**config.mk**
```make
export PLATFORM = sky130hd
export DESIGN_NAME = mole_led_generator_flat
export DESIGN_NICKNAME = d
export VERILOG_FILES = /design/src/rtl/mole_pkg.sv /design/src/rtl/mole_led_generator_if.sv /design/src/rtl/lfsr5.sv /design/src/rtl/mole_led_generator.sv /design/src/flat_wrapper.sv
export SDC_FILE = /design/constraint.sdc
export NUM_CORES = 1
export LEC_CHECK = 0
export ABC_AREA = 0
export BUFFER_PORTS_ARGS = -buffer_cell sky130_fd_sc_hd__buf_2
export CAP_MARGIN = 20
export CORE_MARGIN = 1.5
export CORE_UTILIZATION = 35
export DETAILED_ROUTE_END_ITERATION = 10
export GPL_ROUTABILITY_DRIVEN = 1
export PLACE_DENSITY = 0.53
export SYNTH_ARGS = -nofsm -noshare
export SYNTH_HDL_FRONTEND = slang
export SYNTH_SLANG_ARGS = --single-unit
```
**constraint.sdc**
```tcl
create_clock -name clk -period 5.2 [get_ports clk]
set_input_delay 0.26 -clock clk [delete_from_list [all_inputs] [get_ports clk]]
set_output_delay 0.26 -clock clk [all_outputs]
set_load 0.05 [all_outputs]
```
**src/rtl/mole_pkg.sv**
```systemverilog
// mole_pkg: shared constants and types for the whack-a-mole LED game blocks.
//   N_LEDS        number of game LEDs
//   mole_state_t  game FSM state encoding
//   LFSR_*        width and feedback taps of the 5-bit game LFSR
//   window_len()  difficulty-scaled lit window, never shorter than one cycle
package mole_pkg;

    localparam int N_LEDS = 18;

    typedef enum logic [2:0] {
        IDLE = 3'd0,
        PICK = 3'd1,
        SHOW = 3'd2,
        GAP  = 3'd3,
        DONE = 3'd4
    } mole_state_t;

    // x^5 + x^3 + 1, Fibonacci form: feedback = q[4] ^ q[2], shifted in at bit 0.
    localparam int LFSR_W      = 5;
    localparam int LFSR_TAP_HI = 4;
    localparam int LFSR_TAP_LO = 2;

    function automatic logic [31:0] window_len(input logic [31:0] base, input logic [1:0] diff);
        logic [31:0] w;
        w = base >> diff;
        if (w == 32'd0) begin
            w = 32'd1;
        end
        return w;
    endfunction

endpackage

```
**src/rtl/mole_led_generator_if.sv**
```systemverilog
// mole_led_generator_if: control inputs and game status outputs of the LED generator.
//   start        game start request (level or pulse), honoured only while idle or done
//   difficulty   lit window = SHOW_CYCLES >> difficulty, captured when a LED is chosen
//   leds         one-hot while a mole is shown, zero otherwise
//   round_active high exactly while leds is nonzero
//   new_round    one-cycle pulse on the first lit cycle of each round
//   round_num    completed rounds in the current game
//   game_over    high once the last round's gap has elapsed
//   fsm_state    debug view of the game FSM (mole_state_t encoding)
// There is no valid/ready pair: start is a plain level sampled on every clk
// edge, and every status output is registered and valid on every cycle.
interface mole_led_generator_if;
    logic                         start;
    logic [1:0]                   difficulty;
    logic [mole_pkg::N_LEDS-1:0]  leds;
    logic                         round_active;
    logic                         new_round;
    logic [3:0]                   round_num;
    logic                         game_over;
    logic [2:0]                   fsm_state;

    modport master (
        output start, difficulty,
        input  leds, round_active, new_round, round_num, game_over, fsm_state
    );

    modport slave (
        input  start, difficulty,
        output leds, round_active, new_round, round_num, game_over, fsm_state
    );
endinterface

```
**src/rtl/lfsr5.sv**
```systemverilog
// lfsr5: free-running 5-bit maximal-length LFSR (x^5+x^3+1, period 31).
//   clk    system clock
//   reset  asynchronous, active-high; loads SEED (a zero seed becomes 5'h01)
//   q      current LFSR value, never zero
module lfsr5
    import mole_pkg::*;
#(
    parameter logic [LFSR_W-1:0] SEED = 5'h01
) (
    input  logic              clk,
    input  logic              reset,
    output logic [LFSR_W-1:0] q
);

    // The all-zero state is a lock-up state for this LFSR.
    localparam logic [LFSR_W-1:0] SEED_FIX = (SEED == '0) ? LFSR_W'(1) : SEED;

    always_ff @(posedge clk or posedge reset) begin
        if (reset) begin
            q <= SEED_FIX;
        end else begin
            q <= {q[LFSR_W-2:0], q[LFSR_TAP_HI] ^ q[LFSR_TAP_LO]};
        end
    end

endmodule

```
**src/rtl/mole_led_generator.sv**
```systemverilog
// mole_led_generator: runs a game of NUM_ROUNDS rounds; each round lights one
// pseudo-random LED (never the same as the previous round) for a
// difficulty-scaled window, then keeps all LEDs dark for GAP_CYCLES.
//   clk    system clock
//   reset  asynchronous, active-high
//   bus    mole_led_generator_if.slave (start/difficulty in, game status out)
module mole_led_generator
    import mole_pkg::*;
#(
    parameter int          SHOW_CYCLES = 50_000_000,
    parameter int          GAP_CYCLES  = 12_500_000,
    parameter int          NUM_ROUNDS  = 15,
    parameter logic [4:0]  LFSR_SEED   = 5'h01
) (
    input  logic                 clk,
    input  logic                 reset,
    mole_led_generator_if.slave  bus
);

    localparam int MAX_CYCLES = (SHOW_CYCLES > GAP_CYCLES) ? SHOW_CYCLES : GAP_CYCLES;
    localparam int TW         = $clog2(MAX_CYCLES + 1);

    localparam logic [2:0] ST_IDLE = 3'(IDLE);
    localparam logic [2:0] ST_PICK = 3'(PICK);
    localparam logic [2:0] ST_SHOW = 3'(SHOW);
    localparam logic [2:0] ST_GAP  = 3'(GAP);
    localparam logic [2:0] ST_DONE = 3'(DONE);

    localparam logic [TW-1:0]     GAP_LOAD  = TW'(GAP_CYCLES - 1);
    localparam logic [3:0]        LAST_RND  = 4'(NUM_ROUNDS);
    localparam logic [N_LEDS-1:0] ONE       = N_LEDS'(1);
    localparam logic [4:0]        NO_PREV   = 5'h1F;

    logic [2:0]        state;
    logic [TW-1:0]     timer;
    logic [4:0]        prev_idx;
    logic [N_LEDS-1:0] leds;
    logic              round_active;
    logic              new_round;
    logic [3:0]        round_num;
    logic              game_over;

    logic [LFSR_W-1:0] lfsr_q;
    logic [4:0]        cand;
    logic              accept;
    logic [TW-1:0]     show_load;

    lfsr5 #(.SEED(LFSR_SEED)) u_lfsr (
        .clk   (clk),
        .reset (reset),
        .q     (lfsr_q)
    );

    // LFSR never reads zero, so the candidate spans 0..30; out-of-range or
    // repeated candidates are skipped and retried on the next LFSR value.
    assign cand      = lfsr_q - 5'd1;
    assign accept    = (cand < 5'(N_LEDS)) && (cand != prev_idx);
    assign show_load = TW'(window_len(32'(SHOW_CYCLES), bus.difficulty) - 32'd1);

    always_ff @(posedge clk or posedge reset) begin
        if (reset) begin
            state        <= ST_IDLE;
            timer        <= '0;
            prev_idx     <= NO_PREV;
            leds         <= '0;
            round_active <= 1'b0;
            new_round    <= 1'b0;
            round_num    <= 4'd0;
            game_over    <= 1'b0;
        end else begin
            new_round <= 1'b0;
            case (state)
                ST_IDLE: begin
                    if (bus.start) begin
                        prev_idx <= NO_PREV;
                        state    <= ST_PICK;
                    end
                end
                ST_PICK: begin
                    if (accept) begin
                        leds         <= ONE << cand;
                        round_active <= 1'b1;
                        new_round    <= 1'b1;
                        prev_idx     <= cand;
                        timer        <= show_load;
                        state        <= ST_SHOW;
                    end
                end
                ST_SHOW: begin
                    if (timer == '0) begin
                        leds         <= '0;
                        round_active <= 1'b0;
                        timer        <= GAP_LOAD;
                        state        <= ST_GAP;
                    end else begin
                        timer <= timer - TW'(1);
                    end
                end
                ST_GAP: begin
                    if (timer == '0) begin
                        round_num <= round_num + 4'd1;
                        if (round_num + 4'd1 == LAST_RND) begin
                            game_over <= 1'b1;
                            state     <= ST_DONE;
                        end else begin
                            state <= ST_PICK;
                        end
                    end else begin
                        timer <= timer - TW'(1);
                    end
                end
                ST_DONE: begin
                    if (bus.start) begin
                        round_num <= 4'd0;
                        game_over <= 1'b0;
                        prev_idx  <= NO_PREV;
                        state     <= ST_PICK;
                    end
                end
                default: state <= ST_IDLE;
            endcase
        end
    end

    assign bus.leds         = leds;
    assign bus.round_active = round_active;
    assign bus.new_round    = new_round;
    assign bus.round_num    = round_num;
    assign bus.game_over    = game_over;
    assign bus.fsm_state    = state;

endmodule
```
**src/flat_wrapper.sv**
```systemverilog
// flat-port wrapper written by rule: the top's interface ports become plain ports
module mole_led_generator_flat import mole_pkg::*;
#(
    parameter int          SHOW_CYCLES = 50_000_000,
    parameter int          GAP_CYCLES  = 12_500_000,
    parameter int          NUM_ROUNDS  = 15,
    parameter logic [4:0]  LFSR_SEED   = 5'h01
)
  (clk, reset, bus_start, bus_difficulty, bus_leds, bus_round_active, bus_new_round, bus_round_num, bus_game_over, bus_fsm_state);
  mole_led_generator_if bus_i ();
  input  logic clk;
  input  logic reset;
  input wire logic [$bits(bus_i.start)-1:0] bus_start;
  input wire logic [$bits(bus_i.difficulty)-1:0] bus_difficulty;
  output wire logic [$bits(bus_i.leds)-1:0] bus_leds;
  output wire logic [$bits(bus_i.round_active)-1:0] bus_round_active;
  output wire logic [$bits(bus_i.new_round)-1:0] bus_new_round;
  output wire logic [$bits(bus_i.round_num)-1:0] bus_round_num;
  output wire logic [$bits(bus_i.game_over)-1:0] bus_game_over;
  output wire logic [$bits(bus_i.fsm_state)-1:0] bus_fsm_state;
  assign bus_i.start = bus_start;
  assign bus_i.difficulty = bus_difficulty;
  assign bus_leds = bus_i.leds;
  assign bus_round_active = bus_i.round_active;
  assign bus_new_round = bus_i.new_round;
  assign bus_round_num = bus_i.round_num;
  assign bus_game_over = bus_i.game_over;
  assign bus_fsm_state = bus_i.fsm_state;
  mole_led_generator #(.SHOW_CYCLES(SHOW_CYCLES), .GAP_CYCLES(GAP_CYCLES), .NUM_ROUNDS(NUM_ROUNDS), .LFSR_SEED(LFSR_SEED)) u_core (.clk(clk), .reset(reset), .bus(bus_i));
endmodule
```
Word-level counts from Yosys, hierarchy flattened. Index checks and enable logic that the tools add are counted. Widths: inputs -> output; s select.

Output and inout bits: 28. Word-level logic and storage cells: 74. Bits of input ports: 5. Bits in registers: 64.

Add/subtract/negate cells: 4. Eq/ne operators: 13. Shift operators: 2. Reductions and logical operators: 15. Order comparisons: 1. Multiplexer cells: 29. Bitwise gates (word level): 1.

Operator list (number): $mux 26 (4); $pmux 26 s3 (1); $sub 26x1->26 const B (2); $mux 18 (2); $pmux 18 s2 (1); $logic_not 32->1 (1); $shr 26x2->32 const A (1); $logic_not 26->1 (1); $shl 1x5->18 const A (1); $mux 3 (5); $pmux 3 s4 (1); $reduce_and 3->1 (4); $mux 5 (2); $ne 2x1->1 const B (5); $pmux 5 s2 (1); $mux 4 (2); $pmux 4 s2 (1); $reduce_and 4->1 (2); $mux 1 (7); $eq 3x2->1 const B (2); $reduce_bool 2->1 (3); $lt 5x5->1 const B (1); $ne 5x5->1 (1); $sub 5x1->5 const B (1); 11 further kinds (13).

Longest topological paths before layout.
Depth after elaboration: 6. Depth in mapped cells: 11. Depth with buffers taken out: 9.

Hierarchy. A second synthesis with hierarchy kept.

Cells, all modules: 374. Area, all modules: 3540.9 um^2.

Modules (own cells, without submodules): mole_led_generator (times used 1, cells an instance 367, area an instance 3402.0 um^2, seq. area each 1482.7 um^2); lfsr5 (times used 1, cells an instance 7, area an instance 138.9 um^2, seq. area each 126.4 um^2).

Least setup slack after synthesis. No wires, ideal clock.

Path type: flip-flop to flip-flop. Start point: register u_core.u_lfsr.q[0]. End point: register u_core.leds[11] (netlist: u_core.bus.leds[11]). Slack: 2.749 ns. Arrival: 2.330 ns. Period minus slack after synthesis: 2.451 ns. Stages on the path, launching flop included: 11. Library setup time: 0.121 ns. Path buffers: 2. Cells stage by stage: dfstp_2 inv_1 ha_1 o31a_1 o211ai_1 a21oi_1 o211ai_2 a21o_1 buf_6 buf_8 a32o_2.

Word-level cells in the longest chain between the ends: 5. Elaborated cells between the ends (all ways): 9. Classes of those cells: add/sub (1); order compare (1); eq/ne (2); shift (1); mux (2); reduce/logical (2).

Ends and longest elaborated chain: from (decl) (line lfsr5.sv:12) `output logic [LFSR_W-1:0] q`; from (signal assigned) (line lfsr5.sv:22) `q <= {q[LFSR_W-2:0], q[LFSR_TAP_HI] ^ q[LFSR_TAP_LO]};`; $sub 5x1->5 * (line mole_led_generator.sv:56) `assign cand = lfsr_q - 5'd1;`; $lt 5x5->1 or $ne 5x5->1 (tied branches) (line mole_led_generator.sv:57) `assign accept = (cand < 5'(N_LEDS)) && (cand != prev_idx);`; $logic_and 1x1->1 (line mole_led_generator.sv:57); $ne 2x1->1 (no line); $reduce_and 3->1 (no line); to (signal assigned) (line mole_led_generator.sv:81) `leds <= ONE << cand;`; to (decl) (line mole_led_generator.sv:37) `logic [N_LEDS-1:0] leds;`.

Every way passes the cells marked *; elsewhere a longest branch is shown, timed or not. The select of a mux whose other input is x is not followed. A chain may end at the register's enable or synchronous reset.

Worst setup path after layout.
Start point: register u_core.timer[0]. End point: register u_core.timer[18].

Word-level cells in the longest chain between the ends: 3. Elaborated cells between the ends (all ways): 7. Classes of those cells: add/sub (1); eq/ne (1); mux (3); reduce/logical (2).

Ends and longest elaborated chain: from (decl) (line mole_led_generator.sv:35) `logic [TW-1:0] timer;`; from (signal assigned) (line mole_led_generator.sv:85) `timer <= show_load;`; from (signal assigned) (line mole_led_generator.sv:96) `timer <= timer - TW'(1);`; from (signal assigned) (line mole_led_generator.sv:109) `timer <= timer - TW'(1);`; $sub 26x1->26 or $logic_not 26->1 (tied branches); $mux 26, or another cell as far along (line mole_led_generator.sv:100) `if (timer == '0) begin`; $pmux 26 s3 or $reduce_and 3->1 (tied branches).

Parallel ways exist; a longest one is shown, timed or not. The select of a mux whose other input is x is not followed.

==> impl_metrics.tcl <==
set metrics [dict create \
    status "complete, no violations" \
    synth_ff_type "dfrtp_1" \
    worst-setup-path-type "reg2reg" \
    post-place-ws_ns 2.36 \
    gp_congestion 0.889 \
    postCtsSetupRepairBufs 0 \
    h-tree-depth 3 \
    met1_usage 0.282 \
    period_share 0.564 \
    crit_family "simple AND/OR/NAND/NOR gates" \
    place_area_um2 4010 \
    path_clk_slew_ns 0.08 \
    syn_inst 400 \
    met3_usage 0.0454 \
    synth_edf_count 0 \
    ys_seq_area_frac 0.422 \
    slew_violations 0 \
    die-area_um2 11500 \
    drtIter0Drc 222 \
    drtAntennaViolNets 0 \
    design_area_um2 4220 \
    nNetsFinal 440 \
    cp.arrival_ns 3.19 \
    ys.warnings.count 0 \
    mostFrequentLayoutCells "58 x dfrtp_1, 42 x o21ai_0, 32 x nor2_1, 32 x buf_2, 26 x nand2_1" \
    wire_per_inst_um 17.8 \
    synth_top_area_share 0.381 \
    crit_slowest_cell "nor3b_1" \
    clk_latency_ns 0.37 \
    layout_commonest_cell "dfrtp_1" \
    hold_viol 0 \
    grt.total_usage 0.190 \
    setup_viol 0 \
    worst_slew_pin_slew_ns 0.963 \
    async_reset_ff_frac 1.00 \
    rsz0062_at_grt "false" \
    overflow 0 \
    cts_tree "built" \
    cp_max_fo 23 \
    crit_chain "inv_1, ha_1, nor3b_1, and4_2, a21oi_1, o32ai_2, buf_4, inv_2, o21a_1, o22a_1" \
    io_buffer_count 32 \
    peakVddDrop_mv 0.127 \
    maxClockFrequency_ghz 0.341 \
    clock-sinks 64 \
    tns_ns 0 \
    ios 33 \
    fin_ws_ns 2.27 \
    netlist-cell-type-count 75 \
    die_h_um 107 \
    synth_area_leader_cell "dfrtp_1" \
    synth_area_per_cell_um2 9.52 \
    power.leakage_nw 1.89 \
    start_kind "flip-flop" \
    num_rows 37 \
    drc 0 \
    hold_class "in2async" \
    first_pass_iters 5 \
    grt_pass1_vias 3100 \
    max-cap-violations 0 \
    skew_ns 0.0102 \
    cts_hold_buf 0 \
    antenna_cells 0 \
    coreArea_um2 10500 \
    critPathBufInv 3 \
    min_period_ns 2.93 \
    cp.required_ns 5.45 \
    use_met2 0.268 \
    crit_path_end_kind "flip-flop" \
    die_w_um 107 \
    syn_to_final_growth_pct 10.9 \
    slowest_delay_ns 0.52 \
    synth_area_leaders "dfrtp_1 38%, o21ai_0 5.5%, dfstp_2 4.1%" \
    grt_max_degree 65 \
    cts_root_buf "clkbuf_8" \
    routed_via_density 5.79 \
    syn_area_um2 3810 \
    drive_gt1_frac 0.202 \
    antenna_found_initial 0 \
    start_util 0.364 \
    power_density_nw_per_um2 244 \
    grt_pass1_wl_mm 16.8 \
    cts_resized 0 \
    place_hpwl_mm 7.04 \
    vias 3285 \
    wirelength_mm 10.1 \
    synth-seq-cells 64 \
    clk_path_buf_depth 2 \
    cts_buffers 9 \
    synth.net_count 414 \
    top_usage_layer "met1" \
    slew_headroom 0.356 \
]
synthesized netlist by cell type (all sizes together), types with 3 or more instances:
cell    instances
nand3          12
ha              9
o211ai          7
nor2           32
and3            4
inv            17
buf             9
clkbuf         10
and2            5
or2             3
xor2            6
nand2b          3
nand2          26
a22o            7
a21o            4
nand4           7
o21ai          42
xnor2           3
nor2b           5
a31oi          10
dfstp           6
nor4           10
and4            4
o21a            4
dfrtp          58
a21oi          24
o22a            4
nor3b           3
nor3           12
or3             6
a32o           18
report_power, final:
group	switching (mW)	leakage, nW	internal, mW
Combinational	0.0448	0.974	0.0176
Sequential	0.00873	0.820	0.502
Clock	0.222	0.0989	0.236
sequential cells by signal, summed over array words and instances, names as in the netlist:
signal                   cells
u_core.bus.fsm_state         3
u_core.bus.game_over         1
u_core.bus.leds             18
u_core.bus.new_round         1
u_core.bus.round_active      1
u_core.bus.round_num         4
u_core.prev_idx              5
u_core.timer                26
u_core.u_lfsr.q              5
path summary, 6_finish.rpt:
path,cells after the start,slack (ns),endpoint,start
hold / removal,3,0.14,u_core.bus.round_num[1]$_DFFE_PP0P_,reset
max in group asynchronous,3,4.54,u_core.timer[15]$_DFFE_PP0P_,reset
hold reg to reg,1,0.47,u_core.bus.round_active$_DFFE_PP0P_,u_core.bus.round_active$_DFFE_PP0P_
setup / recovery,10,2.27,u_core.timer[18]$_DFFE_PP0P_,u_core.timer[0]$_DFFE_PP0P_
setup reg to reg,10,2.27,u_core.timer[18]$_DFFE_PP0P_,u_core.timer[0]$_DFFE_PP0P_
min in group clk,3,0.19,u_core.bus.fsm_state[2]$_DFFE_PP0P_,bus_start
logic make-up (layout without fill, tap and decap cells):
logic type	Yosys count	after routing	synth area share
AOI/OAI and AO/OA	139	139	0.255
muxes	1	1	0.00263
xor gates and xnor gates	10	10	0.0266
buffers and inverters	37	68	0.0545
adders and majority gates	9	9	0.0296
DFF	64	64	0.422
and+or+nand+nor	140	140	0.210
tightest hold or removal path, stage by stage:
cell and delay (ns):
buf_2 0.10, inv_2 0.03, buf_4 0.64
cell type report:
type / count / area (µm²)
clock buffers: 10 / 138
clock inverters: 6 / 67.6
fillers: 1039 / 6240
inverters: 17 / 63.8
multi-input cells: 299 / 1990
flip-flops and latches: 64 / 1610
well taps: 136 / 170
repair buffers: 35 / 183
layer usage:
layer,part of all wire,wire length [µm]
met3,0.059,596
met2,0.42,4260
met5,0,0
met1,0.51,5150
met4,0.010,104
metrics by stage:
stage	util	total power [mW]	hold WS, ns	cells
finish	0.404	1.03	0.142	567
global route	0.404	1.08	0.193	567
CTS	0.403	1.04	0.168	566
detailed placement	0.383	0.583	0.462	550
global placement	0.383	0.582	0.457	550
floorplan	-	0.566	0.385	400
(Power assumes the default switching activity.)
